## src/rtl/muldiv_sched_pkg.sv

```systemverilog
// muldiv_sched_pkg: shared definitions for the multiply/divide scheduler.
//   - op bit indices of the one-hot request op field and its width
//   - scheduler state encodings
//   - iteration count of the multi-cycle engines
//   - md_decode(): picks one operation from a possibly multi-hot op field
package muldiv_sched_pkg;

  localparam int MD_OP_MULT  = 0;
  localparam int MD_OP_MULTU = 1;
  localparam int MD_OP_DIV   = 2;
  localparam int MD_OP_DIVU  = 3;
  localparam int MD_OP_WIDTH = 4;
  localparam int MD_ITER     = 32;

  typedef enum logic [1:0] {
    MD_S_IDLE = 2'd0,
    MD_S_MUL  = 2'd1,
    MD_S_DIV  = 2'd2,
    MD_S_DONE = 2'd3
  } md_state_e;

  typedef enum logic [1:0] {
    MD_K_MULT,
    MD_K_MULTU,
    MD_K_DIV,
    MD_K_DIVU
  } md_kind_e;

  // Multi-hot ops resolve as mult > multu > div > divu.
  function automatic md_kind_e md_decode(input logic [MD_OP_WIDTH-1:0] op);
    if (op[MD_OP_MULT])       return MD_K_MULT;
    else if (op[MD_OP_MULTU]) return MD_K_MULTU;
    else if (op[MD_OP_DIV])   return MD_K_DIV;
    else                      return MD_K_DIVU;
  endfunction

endpackage

```

## src/rtl/muldiv_sched_div_iter.sv

```systemverilog
// div_iter: restoring unsigned division engine, one quotient bit per clock.
// Ports:
//   clk, reset          clock, async active-high reset
//   i_start             load operands and begin ITER steps (next edge)
//   i_clear             abandon the running division
//   i_dividend/divisor  unsigned magnitudes, sampled on i_start
//   o_quo/o_rem         values after the step taken on the current edge;
//                       final quotient/remainder when o_done is high
//   o_done              the coming edge performs the last step
module div_iter
  import muldiv_sched_pkg::*;
#(
  parameter int ITER = MD_ITER
) (
  input  logic        clk,
  input  logic        reset,
  input  logic        i_start,
  input  logic        i_clear,
  input  logic [31:0] i_dividend,
  input  logic [31:0] i_divisor,
  output logic [31:0] o_quo,
  output logic [31:0] o_rem,
  output logic        o_done
);

  localparam int CNT_W = $clog2(ITER);

  logic [CNT_W-1:0] r_cnt;
  logic             r_run;
  logic [31:0]      r_rem;
  logic [31:0]      r_quo;
  logic [31:0]      r_dvsr;

  logic [32:0]      w_shift;
  logic             w_fit;

  // Dividend bits shift out of the top of r_quo while quotient bits shift in.
  assign w_shift = {r_rem, r_quo[31]};
  assign w_fit   = (w_shift >= {1'b0, r_dvsr});
  // When the divisor fits, the difference is below the divisor, so 32 bits suffice.
  assign o_rem   = w_fit ? (w_shift[31:0] - r_dvsr) : w_shift[31:0];
  assign o_quo   = {r_quo[30:0], w_fit};
  assign o_done  = r_run & (r_cnt == '0);

  always_ff @(posedge clk or posedge reset) begin
    if (reset) begin
      r_cnt  <= '0;
      r_run  <= 1'b0;
      r_rem  <= '0;
      r_quo  <= '0;
      r_dvsr <= '0;
    end else if (i_clear) begin
      r_run <= 1'b0;
    end else if (i_start) begin
      r_rem  <= '0;
      r_quo  <= i_dividend;
      r_dvsr <= i_divisor;
      r_cnt  <= CNT_W'(ITER - 1);
      r_run  <= 1'b1;
    end else if (r_run) begin
      r_rem <= o_rem;
      r_quo <= o_quo;
      r_cnt <= r_cnt - CNT_W'(1);
      if (r_cnt == '0) r_run <= 1'b0;
    end
  end

endmodule

```

## src/rtl/muldiv_sched.sv

```systemverilog
// muldiv_sched: arbitrates pipe 0 / pipe 1 for the shared multiply/divide
// unit and runs one MULT/MULTU/DIV/DIVU at a time, returning {hi,lo}.
// Ports:
//   clk, reset                 clock, async active-high reset
//   reqN_valid/op/src1/src2    pipe N request (op one-hot: mult,multu,div,divu)
//   reqN_ready                 pipe N request accepted this cycle
//   flush                      drop the in-flight op and any pending result
//   res_valid/owner/hilo       result, owning pipe, {hi,lo}
//   res_ready                  consumer takes the result
//   busy                       scheduler not idle
// Build option: MUL_SINGLE_CYCLE_EN computes MULT/MULTU combinationally at
// accept and goes straight to DONE; otherwise a 32-step shift-add is used.
//
// state | meaning
// IDLE  | waiting for a request; arbitration happens only here
// MUL   | shift-add multiply, one partial product per clock
// DIV   | restoring divide in div_iter, or one-cycle divide-by-zero result
// DONE  | result held on res_* until res_valid & res_ready
module muldiv_sched
  import muldiv_sched_pkg::*;
#(
  parameter int ITER = MD_ITER
) (
  input  logic                   clk,
  input  logic                   reset,
  input  logic                   req0_valid,
  input  logic [MD_OP_WIDTH-1:0] req0_op,
  input  logic [31:0]            req0_src1,
  input  logic [31:0]            req0_src2,
  output logic                   req0_ready,
  input  logic                   req1_valid,
  input  logic [MD_OP_WIDTH-1:0] req1_op,
  input  logic [31:0]            req1_src1,
  input  logic [31:0]            req1_src2,
  output logic                   req1_ready,
  input  logic                   flush,
  output logic                   res_valid,
  output logic                   res_owner,
  output logic [63:0]            res_hilo,
  input  logic                   res_ready,
  output logic                   busy
);

  localparam int CNT_W = $clog2(ITER);

  md_state_e        r_state;
  logic [CNT_W-1:0] r_cnt;
  logic [63:0]      r_prod;
  logic [31:0]      r_mcand;
  logic             r_neg_res;
  logic             r_neg_rem;
  logic             r_dz;
  logic [31:0]      r_dz_hi;

  logic                   w_eff0;
  logic                   w_eff1;
  logic                   w_accept;
  logic [MD_OP_WIDTH-1:0] w_op;
  logic [31:0]            w_src1;
  logic [31:0]            w_src2;
  md_kind_e               w_kind;
  logic                   w_is_mul;
  logic                   w_signed;
  logic                   w_a_neg;
  logic                   w_b_neg;
  logic [31:0]            w_mag_a;
  logic [31:0]            w_mag_b;
  logic [32:0]            w_mul_add;
  logic [63:0]            w_mul_step;
  logic                   w_div_start;
  logic                   w_div_done;
  logic [31:0]            w_quo;
  logic [31:0]            w_rem;

  assign w_eff0     = req0_valid & (|req0_op);
  assign w_eff1     = req1_valid & (|req1_op);
  // Pipe 0 holds the older instruction, so it wins a tie.
  assign req0_ready = (r_state == MD_S_IDLE) & ~flush & ~reset & w_eff0;
  assign req1_ready = (r_state == MD_S_IDLE) & ~flush & ~reset & ~w_eff0 & w_eff1;
  assign w_accept   = req0_ready | req1_ready;

  assign w_op     = w_eff0 ? req0_op   : req1_op;
  assign w_src1   = w_eff0 ? req0_src1 : req1_src1;
  assign w_src2   = w_eff0 ? req0_src2 : req1_src2;
  assign w_kind   = md_decode(w_op);
  assign w_is_mul = (w_kind == MD_K_MULT) | (w_kind == MD_K_MULTU);
  assign w_signed = (w_kind == MD_K_MULT) | (w_kind == MD_K_DIV);
  assign w_a_neg  = w_signed & w_src1[31];
  assign w_b_neg  = w_signed & w_src2[31];
  assign w_mag_a  = w_a_neg ? -w_src1 : w_src1;
  assign w_mag_b  = w_b_neg ? -w_src2 : w_src2;

  // r_prod holds {partial sum, remaining multiplier}; each step conditionally
  // adds the multiplicand to the upper half and shifts the whole thing right.
  assign w_mul_add  = {1'b0, r_prod[63:32]} + {1'b0, (r_prod[0] ? r_mcand : 32'd0)};
  assign w_mul_step = {w_mul_add, r_prod[31:1]};

`ifdef MUL_SINGLE_CYCLE_EN
  logic [63:0] w_ext_a;
  logic [63:0] w_ext_b;
  logic [63:0] w_fast_prod;
  assign w_ext_a     = w_signed ? {{32{w_src1[31]}}, w_src1} : {32'd0, w_src1};
  assign w_ext_b     = w_signed ? {{32{w_src2[31]}}, w_src2} : {32'd0, w_src2};
  assign w_fast_prod = w_ext_a * w_ext_b;
`endif

  // A zero divisor never starts the engine; the DIV state emits the fixed result.
  assign w_div_start = w_accept & ~w_is_mul & (w_src2 != 32'd0);

  div_iter #(.ITER(ITER)) u_div_iter (
    .clk        (clk),
    .reset      (reset),
    .i_start    (w_div_start),
    .i_clear    (flush),
    .i_dividend (w_mag_a),
    .i_divisor  (w_mag_b),
    .o_quo      (w_quo),
    .o_rem      (w_rem),
    .o_done     (w_div_done)
  );

  assign busy = (r_state != MD_S_IDLE);

  always_ff @(posedge clk or posedge reset) begin
    if (reset) begin
      r_state   <= MD_S_IDLE;
      r_cnt     <= '0;
      r_prod    <= '0;
      r_mcand   <= '0;
      r_neg_res <= 1'b0;
      r_neg_rem <= 1'b0;
      r_dz      <= 1'b0;
      r_dz_hi   <= '0;
      res_valid <= 1'b0;
      res_owner <= 1'b0;
      res_hilo  <= '0;
    end else if (flush) begin
      r_state   <= MD_S_IDLE;
      res_valid <= 1'b0;
    end else begin
      case (r_state)
        MD_S_IDLE: begin
          if (w_accept) begin
            res_owner <= ~w_eff0;
            r_neg_res <= w_a_neg ^ w_b_neg;
            r_neg_rem <= w_a_neg;
            r_dz_hi   <= w_src1;
            r_dz      <= (w_src2 == 32'd0);
            if (w_is_mul) begin
`ifdef MUL_SINGLE_CYCLE_EN
              res_hilo  <= w_fast_prod;
              res_valid <= 1'b1;
              r_state   <= MD_S_DONE;
`else
              r_mcand <= w_mag_a;
              r_prod  <= {32'd0, w_mag_b};
              r_cnt   <= CNT_W'(ITER - 1);
              r_state <= MD_S_MUL;
`endif
            end else begin
              r_state <= MD_S_DIV;
            end
          end
        end
        MD_S_MUL: begin
          r_prod <= w_mul_step;
          r_cnt  <= r_cnt - CNT_W'(1);
          if (r_cnt == '0) begin
            res_hilo  <= r_neg_res ? -w_mul_step : w_mul_step;
            res_valid <= 1'b1;
            r_state   <= MD_S_DONE;
          end
        end
        MD_S_DIV: begin
          if (r_dz) begin
            res_hilo  <= {r_dz_hi, 32'hFFFF_FFFF};
            res_valid <= 1'b1;
            r_state   <= MD_S_DONE;
          end else if (w_div_done) begin
            // HI = remainder with the dividend's sign, LO = signed quotient.
            res_hilo  <= {(r_neg_rem ? -w_rem : w_rem), (r_neg_res ? -w_quo : w_quo)};
            res_valid <= 1'b1;
            r_state   <= MD_S_DONE;
          end
        end
        MD_S_DONE: begin
          if (res_ready) begin
            res_valid <= 1'b0;
            r_state   <= MD_S_IDLE;
          end
        end
        default: r_state <= MD_S_IDLE;
      endcase
    end
  end

endmodule

```

## config.mk

```make
export PLATFORM = sky130hd
export DESIGN_NAME = muldiv_sched
export DESIGN_NICKNAME = d
export VERILOG_FILES = /design/src/rtl/muldiv_sched_pkg.sv /design/src/rtl/muldiv_sched_div_iter.sv /design/src/rtl/muldiv_sched.sv
export SDC_FILE = /design/constraint.sdc
export NUM_CORES = 1
export LEC_CHECK = 0
export CAP_MARGIN = 20
export CELL_PAD_IN_SITES_DETAIL_PLACEMENT = 0
export CELL_PAD_IN_SITES_GLOBAL_PLACEMENT = 1
export CORE_MARGIN = 2
export CORE_UTILIZATION = 45
export CTS_CLUSTER_SIZE = 25
export DETAILED_ROUTE_END_ITERATION = 8
export PLACE_DENSITY_LB_ADDON = 0.1
export SLEW_MARGIN = 20
export SYNTH_ARGS = -nofsm -noshare
export SYNTH_HDL_FRONTEND = slang
export SYNTH_SLANG_ARGS = --single-unit
export TNS_END_PERCENT = 50
```

## constraint.sdc

```tcl
create_clock -name clk -period 15.2 [get_ports clk]
set_clock_uncertainty 0.15 [all_clocks]
set_input_delay 3.8 -clock clk [delete_from_list [all_inputs] [get_ports clk]]
set_output_delay 3.8 -clock clk [all_outputs]
set_load 0.1 [all_outputs]
```

## Word-level counts from Yosys, hierarchy flattened

Index checks and enable logic that the tools add are counted.
W data, S select, Z words.

- Add/subtract/negate cells: 9
- $lt $le $gt $ge: 1
- Eq/ne operators: 13
- Mux-type cells: 47
- Bitwise operators: 20
- Reductions and logical operators: 21

Operator list:

| operator | number |
|---|---|
| $mux W32 | 12 |
| $mux W64 | 6 |
| $pmux W64 S2 | 2 |
| $neg A32 Y32 | 4 |
| $neg A64 Y64 | 1 |
| $add A32 B32 Y33 | 1 |
| $ge A33 B32 Y1 | 1 |
| $logic_not A32 Y1 | 1 |
| $reduce_bool A32 Y1 | 1 |
| $sub A32 B32 Y32 | 1 |
| $mux W5 | 4 |
| $reduce_and A4 Y1 | 5 |
| $mux W2 | 9 |
| $and A1 B1 Y1 | 12 |
| $logic_not A5 Y1 | 2 |
| $mux W1 | 10 |
| $pmux W5 S2 | 1 |
| $sub A5 B1 Y5 const B | 2 |
| $ne A3 B3 Y1 const B | 3 |
| $pmux W2 S4 | 1 |
| $reduce_bool A2 Y1 | 4 |
| $reduce_or A4 Y1 | 2 |
| $eq A2 B2 Y1 const B | 3 |
| $ne A2 B2 Y1 const B | 3 |
| 12 further kinds | 20 |

- Register bits after elaboration: 306
- Bits of input ports: 142
- Output and inout bits: 69
- Word-level logic and storage cells: 127

## Depth between registers and ports, before layout

Gate-level depths: netlist of run 1.

- Word-level depth: 13
- Depth in mapped cells: 24
- Depth with buffers taken out: 19

## Cells and area by module

From an unflattened synthesis of run 1, not the netlist that was laid out.

- Cell total of the unflattened synthesis: 2717
- Area, all modules: 22584.2 sq um

By module, submodules not included:

| module | instances | cells each | area an instance (sq um) | sequential area each (sq um) |
|---|---|---|---|---|
| muldiv_sched | 1 | 1956 | 15901.5 | 5104.9 |
| div_iter | 1 | 761 | 6682.7 | 2552.4 |

## Worst setup path before layout of run 1

OpenSTA, ideal clock, no wires.

- Path type: input -> output
- From: in req0_op[1]
- To: out req1_ready
- Arrival time: 6.268 ns
- Data required time: 11.250 ns
- Setup slack: 4.982 ns
- Cell stages on the path: 6
- Path buffers: 4
- Path through: o41a_1 clkbuf_1 clkbuf_1 clkbuf_1 clkbuf_1 nor2_1

- Word-level cells in the longest chain between the ends: 5

Ends and longest elaborated chain:

| element | RTL line | RTL |
|---|---|---|
| from (decl) | muldiv_sched.sv:27 | `input logic [MD_OP_WIDTH-1:0] req0_op,` |
| $reduce_or A4 Y1 | muldiv_sched.sv:75 | `assign w_eff0 = req0_valid & (\|req0_op);` |
| $and A1 B1 Y1 | muldiv_sched.sv:75 |  |
| $not A1 Y1 | muldiv_sched.sv:79 | `assign req1_ready = (r_state == MD_S_IDLE) & ~flush & ~reset & ~w_eff0 & w_eff1;` |
| $and A1 B1 Y1 (2 in a row) | muldiv_sched.sv:79 |  |
| to (decl) | muldiv_sched.sv:35 | `output logic req1_ready,` |

No other way between the ends.

## Final worst setup path of run 1

Same ends and word-level chain as after synthesis.

==> results of run 1 <==
## per-layer routing
layer | vias to the layer above | GRT usage [%] | wire (um)
li1 | 10231 | - | -
met1 | 10952 | 45.9 | 39300
met2 | 836 | 50.2 | 38600
met3 | 125 | 4.20 | 5150
met4 | 0 | 8.91 | 2140
met5 | - | 0 | 0
## power breakdown
part / total (mW) / switching [mW] / leakage [nW] / internal [mW]
sequential: 1.48 / 0.325 / 3.81 / 1.15
clock: 0.980 / 0.377 / 0.657 / 0.603
combinational: 3.53 / 2.40 / 6.65 / 1.13
## through the flow
stage / util [%] / instances
3_3_place_gp: 50.3 / 3495
5_1_grt: 53.1 / 3563
4_1_cts: 53.0 / 3563
3_5_place_dp: 50.4 / 3496
6_report: 53.1 / 3565
2_1_floorplan: - / 2751
## flip-flops by register name, indices dropped and copies added, names as in the netlist, 2 cells and up
name,count
res_hilo,64
r_prod,64
u_div_iter.r_cnt,5
r_cnt,5
r_mcand,32
u_div_iter.r_dvsr,32
u_div_iter.r_rem,32
r_state,2
r_dz_hi,32
u_div_iter.r_quo,32
## cell usage in the layout (no fill, tap or decap), drive strengths merged, types with 25 or more instances in the layout
master         instances
clkbuf                54
o31ai                 49
dfrtp                306
clkdlybuf4s50        210
o22ai                 53
inv                   88
a21oi                167
ha                    78
o21ai                283
buf                   30
or3                   35
mux2i                 91
nand2                360
xor2                  72
o211ai                30
and2                  42
nor3                  77
nor4                  27
nand3                 47
nor2                 193
xnor2                146
a31oi                 25
## area by class of cell
class / count / area [um^2]
fillers: 4837 / 23400
flip-flops and latches: 306 / 7660
clock buffers: 54 / 1130
clock inverters: 13 / 200
multi-input cells: 2191 / 14000
inverters: 87 / 334
repair buffers: 240 / 2340
diodes: 2 / 5.00
well taps: 672 / 841
## worst max-delay path: stages
cell	delay [ns]
clkdlybuf4s50_1	0.50
o41a_2	0.52
buf_4	0.28
nor2_1	0.16
clkdlybuf4s50_1	1.14
## worst paths after layout
path                           endpoint  cells past startpoint  slack, ns
min in group asynchronous  res_hilo[18]                      2       3.62
max reg2reg                res_hilo[52]                     17       8.90
max                          req1_ready                      5       4.82
min reg2reg                 res_hilo[0]                      2       0.32
max in group asynchronous     r_neg_res                      3      10.12
min                         res_hilo[0]                      2       0.32
## logic make-up after synthesis
group | Yosys count
multiplexers | 110
AND/OR/NAND/NOR | 933
adder cells (fa/ha/maj) | 80
XOR/XNOR | 218
AO/OA/AOI/OAI | 850
buffers and inverters | 254
flip-flops | 306
==> flow_summary_export.csv, run 1 <==
group,metric,value,unit
run_status,status,"finished, final reports clean",
clock_network,clk_pin_slew,0.06,ns
clock_network,cts_tree,"built",
global_routing,grt_pass1_vias,20949,
global_routing,grt.overflow.total,0,
placement,portBuffers,210,
synth,synth_warnings,0,
route,drc,0,
synth,muxShareOfSynthArea,4.96,%
route,vias,22144,
route,wl_per_cell,23.9,um
synth,yosysUniqueCellTypes,96,
setup_path,startpoint,"req0_op[1]",
run,max_cap_viol_count,0,
synth,avgSynthCellArea,8.24,um^2
die,die_area,52200,um^2
final_layout,layout-drive-gt1-share,6.05,%
synth,synthAdderAreaFrac,4.48,%
die,die_h,228,um
synth,synth_ff_type,"dfrtp_1",
die,die_w,228,um
final_layout,area_delta_synth_final,17.1,%
clock_network,postCtsHoldBufs,0,
power_and_ir_drop,leakagePower,11.1,nW
sta,setup_violations,0,
clock_network,post-cts-setup-buffers,0,
sta,rsz0062_at_grt,"no",
placement,gp_congestion,0.944,
synth,syn_inst,2751,
die,boundaryPins,211,
synth,ys_seq_elements,306,
global_routing,grt_pass1_wl,129000,um
clock_network,clock_latency,0.56,ns
placement,place_area,25200,um^2
global_routing,grt_max_degree,82,
power_and_ir_drop,vdd_drop_max,0.219,mV
setup_path,critical_path_class,"in -> out",
setup_path,required,11.25,ns
synth,synth_top_family_by_area,"compound AO/OA/AOI/OAI gates",
synth,synth.most_common_cell,"nand2_1",
sta,worst_pin_slew,1.10,ns
setup_path,worst_setup_path_end_kind,"output pin",
synth,synthTopCellsByArea,"dfrtp_1, o21ai_0, nand2_1",
route,ant_nets,0,
synth,netlist_area,22700,um^2
sta,fin_crit_sh,68.3,%
setup_path,cp-start-kind,"primary input",
sta,fin_tns_setup,0,ns
global_routing,antenna_found_initial,4,
sta,maxSlewViolCount,0,
route,drt-initial-drc-count,2200,
clock_network,ctsResizeCount,0,
route,vias_per_cell,6.21,
clock_network,cts_root_buf,"clkbuf_16",
worst_hold_path,min_from,"res_hilo[0]",
worst_hold_path,min_path_type,"reg -> reg",
clock_network,cts.sinks,306,
clock_network,numCtsBuffers,37,
sta,relSlewSlack,25.9,%
route,finalWirelength,85300,um
final_layout,fin_nets,3085,
route,first_pass_iters,9,
placement,place_hpwl,64500,um
synth,syn-num-nets,2973,
global_routing,grtUsageTotal,31.9,%
synth,synth_top_area_cell,"dfrtp_1",
synth,synth.top_cell.area_share,33.8,%
sta,hold_slack,0.318,ns
setup_path,cp.arrival,6.43,ns
power_and_ir_drop,powerDensity,226,nW/um^2
clock_network,h-tree-depth,2,
synth,async_reset_ff_share,100,%
power_and_ir_drop,p_total,5.99,mW
die,start_util,45.3,%
sta,fin_ws,4.82,ns
die,rows,82,
sta,hold_viol,0,
die,core,50000,um^2
sta,post-route-min-period,10.38,ns
synth,synth_common_cells,"nand2_1, dfrtp_1, o21ai_0",
synth,synth_xor_xnor_area_share,8.43,%
synth,yosysSeqAreaShare,33.8,%
synth,yosys.area_share.simple,19.5,%
synth,synth_compound_area_share,24.2,%
setup_path,rr_startpoint,"u_div_iter.r_rem[9]",
sta,fmax,96.3,MHz
clock_network,cts.path.max_buffers,3,
setup_path,cp_max_fo,36,
synth,synth_edf_count,0,
final_layout,fin_area,26500,um^2
placement,dp_slack,4.84,ns
(Power assumes the default switching activity.)
==> run 2: changes to the inputs <==
Clock period 15.2 ns to 10.65 ns, I/O delays scaled along.
==> run 2 against run 1 <==
Global-route usage fell by 0.18 points; combinational power rose by 42%; cell area fell by 0.51%; worst hold slack got worse by 0.0040 ns; non-clock buffer count fell by 1; critical path type unchanged.
==> flow_summary_export.csv, run 2 (synthesis gave the netlist of run 1 again) <==
group,metric,value,unit
clock_network,clk_pin_slew,0.06,ns
die,die_area,52200,um^2
final_layout,seqCellArea,7660,um^2
global_routing,grt.overflow.total,0,
global_routing,grt_pass1_wl,128000,um
setup_path,reg2reg_to,"res_hilo[52]",
setup_path,cp.arrival,5.43,ns
setup_path,critical_path_class,"in -> out",
sta,hold_viol,0,
final_layout,fill_cells,4836,
sta,post-route-min-period,8.24,ns
power_and_ir_drop,vdd_drop_max,0.265,mV
power_and_ir_drop,p_int,4.02,mW
sta,fmax,121,MHz
route,vias_per_cell,6.18,
setup_path,worst_setup_path_end_kind,"output pin",
clock_network,cts.path.max_buffers,3,
route,met1Wirelength,38500,um
final_layout,area_delta_synth_final,16.5,%
global_routing,grt_pass1_vias,20867,
clock_network,cts_root_buf,"clkbuf_16",
clock_network,post-cts-setup-buffers,0,
sta,rsz0062_at_grt,"no",
run,max_cap_viol_count,0,
clock_network,postCtsHoldBufs,0,
placement,gp_congestion,0.907,
power_and_ir_drop,pwr-share-clk,15.4,%
die,rows,82,
sta,fin_crit_sh,77.4,%
setup_path,required,7.84,ns
setup_path,r2r_slack,4.36,ns
final_layout,final_cells,3557,
placement,portBuffers,210,
route,drc,0,
clock_network,numCtsBuffers,38,
clock_network,cts.sinks,306,
setup_path,cp-start-kind,"primary input",
final_layout,layout_commonest_cell,"nand2_1",
worst_hold_path,min_from,"res_hilo[0]",
route,highest_layer,"met5",
placement,place_hpwl,64300,um
power_and_ir_drop,switching_share,52.3,%
route,ant_nets,0,
global_routing,antenna_found_initial,1,
setup_path,rr_startpoint,"u_div_iter.r_rem[7]",
final_layout,n_antenna_cell,0,
final_layout,mostFrequentLayoutCells,"nand2_1, dfrtp_1, o21ai_0",
sta,maxSlewViolCount,0,
route,met2_length,38500,um
die,boundaryPins,211,
final_layout,multiInputGateArea,14000,um^2
final_layout,fin_nets,3085,
power_and_ir_drop,p_comb_share,59.4,%
die,die_w,228,um
sta,relSlewSlack,24.5,%
die,core,50000,um^2
route,first_pass_iters,8,
run_status,status,"finished, final reports clean",
sta,fin_tns_setup,0,ns
setup_path,cp_max_fo,23,
power_and_ir_drop,p_sw,4.41,mW
die,start_util,45.3,%
clock_network,ctsResizeCount,0,
die,die_h,228,um
global_routing,grt_max_degree,158,
route,wl_met3,5820,um
global_routing,grtUsageTotal,31.7,%
clock_network,clock_latency,0.58,ns
route,wl_per_cell,23.8,um
sta,setup_violations,0,
worst_hold_path,min_path_type,"reg -> reg",
sta,worst_pin_slew,1.10,ns
setup_path,endpoint,"req1_ready",
setup_path,crit_top_cell,"clkdlybuf4s50_1",
sta,hold_slack,0.314,ns
power_and_ir_drop,powerDensity,320,nW/um^2
route,vias,21969,
clock_network,cts_tree,"built",
setup_path,path_cells,"clkdlybuf4s50_1 > o41a_2 > buf_4 > nor2_1 > clkdlybuf4s50_1",
route,finalWirelength,84700,um
setup_path,r2r_cells,17,
route,drt-initial-drc-count,2413,
final_layout,layout-drive-gt1-share,5.82,%
clock_network,h-tree-depth,2,
power_and_ir_drop,leakagePower,11.0,nW
setup_path,cp_slowest_cell,"clkdlybuf4s50_1",
power_and_ir_drop,seq_power_share,25.1,%
setup_path,startpoint,"req0_op[1]",
power_and_ir_drop,p_total,8.43,mW
final_layout,top_regs,"r_prod x64, res_hilo x64",
setup_path,cp_slowest_stage_delay,1.14,ns
placement,dp_cells,3495,
[run 2: changes by cell type in the layout (fill, tap and decap cells not counted), moves of 2 or more]
cell	delta
clkbuf_8	-8
buf_6	-3
buf_12	+2
clkbuf_1	+2
clkinv_2	+2
diode_2	-2
[run 2: worst max-delay path: cells and delay by family]
family	cells	cell delay (ns)
buf+inv	3	1.93
compound gates	1	0.68
simple gates	1	0.14
[run 2: power by group through the flow]
stage | Clock [mW] | Sequential, mW | Combinational, mW
2_1_floorplan | 0 | 2.74 | 2.79
3_3_place_gp | 0 | 2.10 | 4.90
3_5_place_dp | 0 | 2.11 | 4.95
4_1_cts | 1.32 | 2.10 | 4.96
5_1_grt | 1.36 | 2.18 | 5.38
6_report | 1.30 | 2.12 | 5.01
[run 2: routing by layer]
metal | track usage [%] | vias up
met2 | 50.4 | 816
li1 | - | 10234
met3 | 4.89 | 96
met4 | 7.56 | 2
met1 | 45.2 | 10821
met5 | 0 | -
[run 2: worst min path at each step]
stage | end | slack (ns) | cells after the start
global route | res_hilo[44] | 0.34 | 1
detailed placement | res_hilo[0] | 0.31 | 2
floorplan | r_mcand[31] | 0.29 | 2
CTS | res_hilo[0] | 0.32 | 2
global placement | res_hilo[0] | 0.30 | 2
finish | res_hilo[0] | 0.31 | 2
[run 2: through the flow]
stage	util [%]	area, um^2	worst slack (ns)
after floorplan	-	22700	2.38
after global placement	50.4	25200	2.25
after detailed placement	50.4	25200	2.08
after CTS	52.8	26400	2.41
after global routing	52.8	26400	2.08
final	52.8	26400	2.41
[run 2: layout make-up]
cell class,instances,area share [%]
clock buffer,47,3.81
clock inverter,15,0.749
inverter,87,1.25
multi-input combinational,2191,53.1
sequential,306,29.0
tap,672,3.19
timing repair buffer,239,8.89
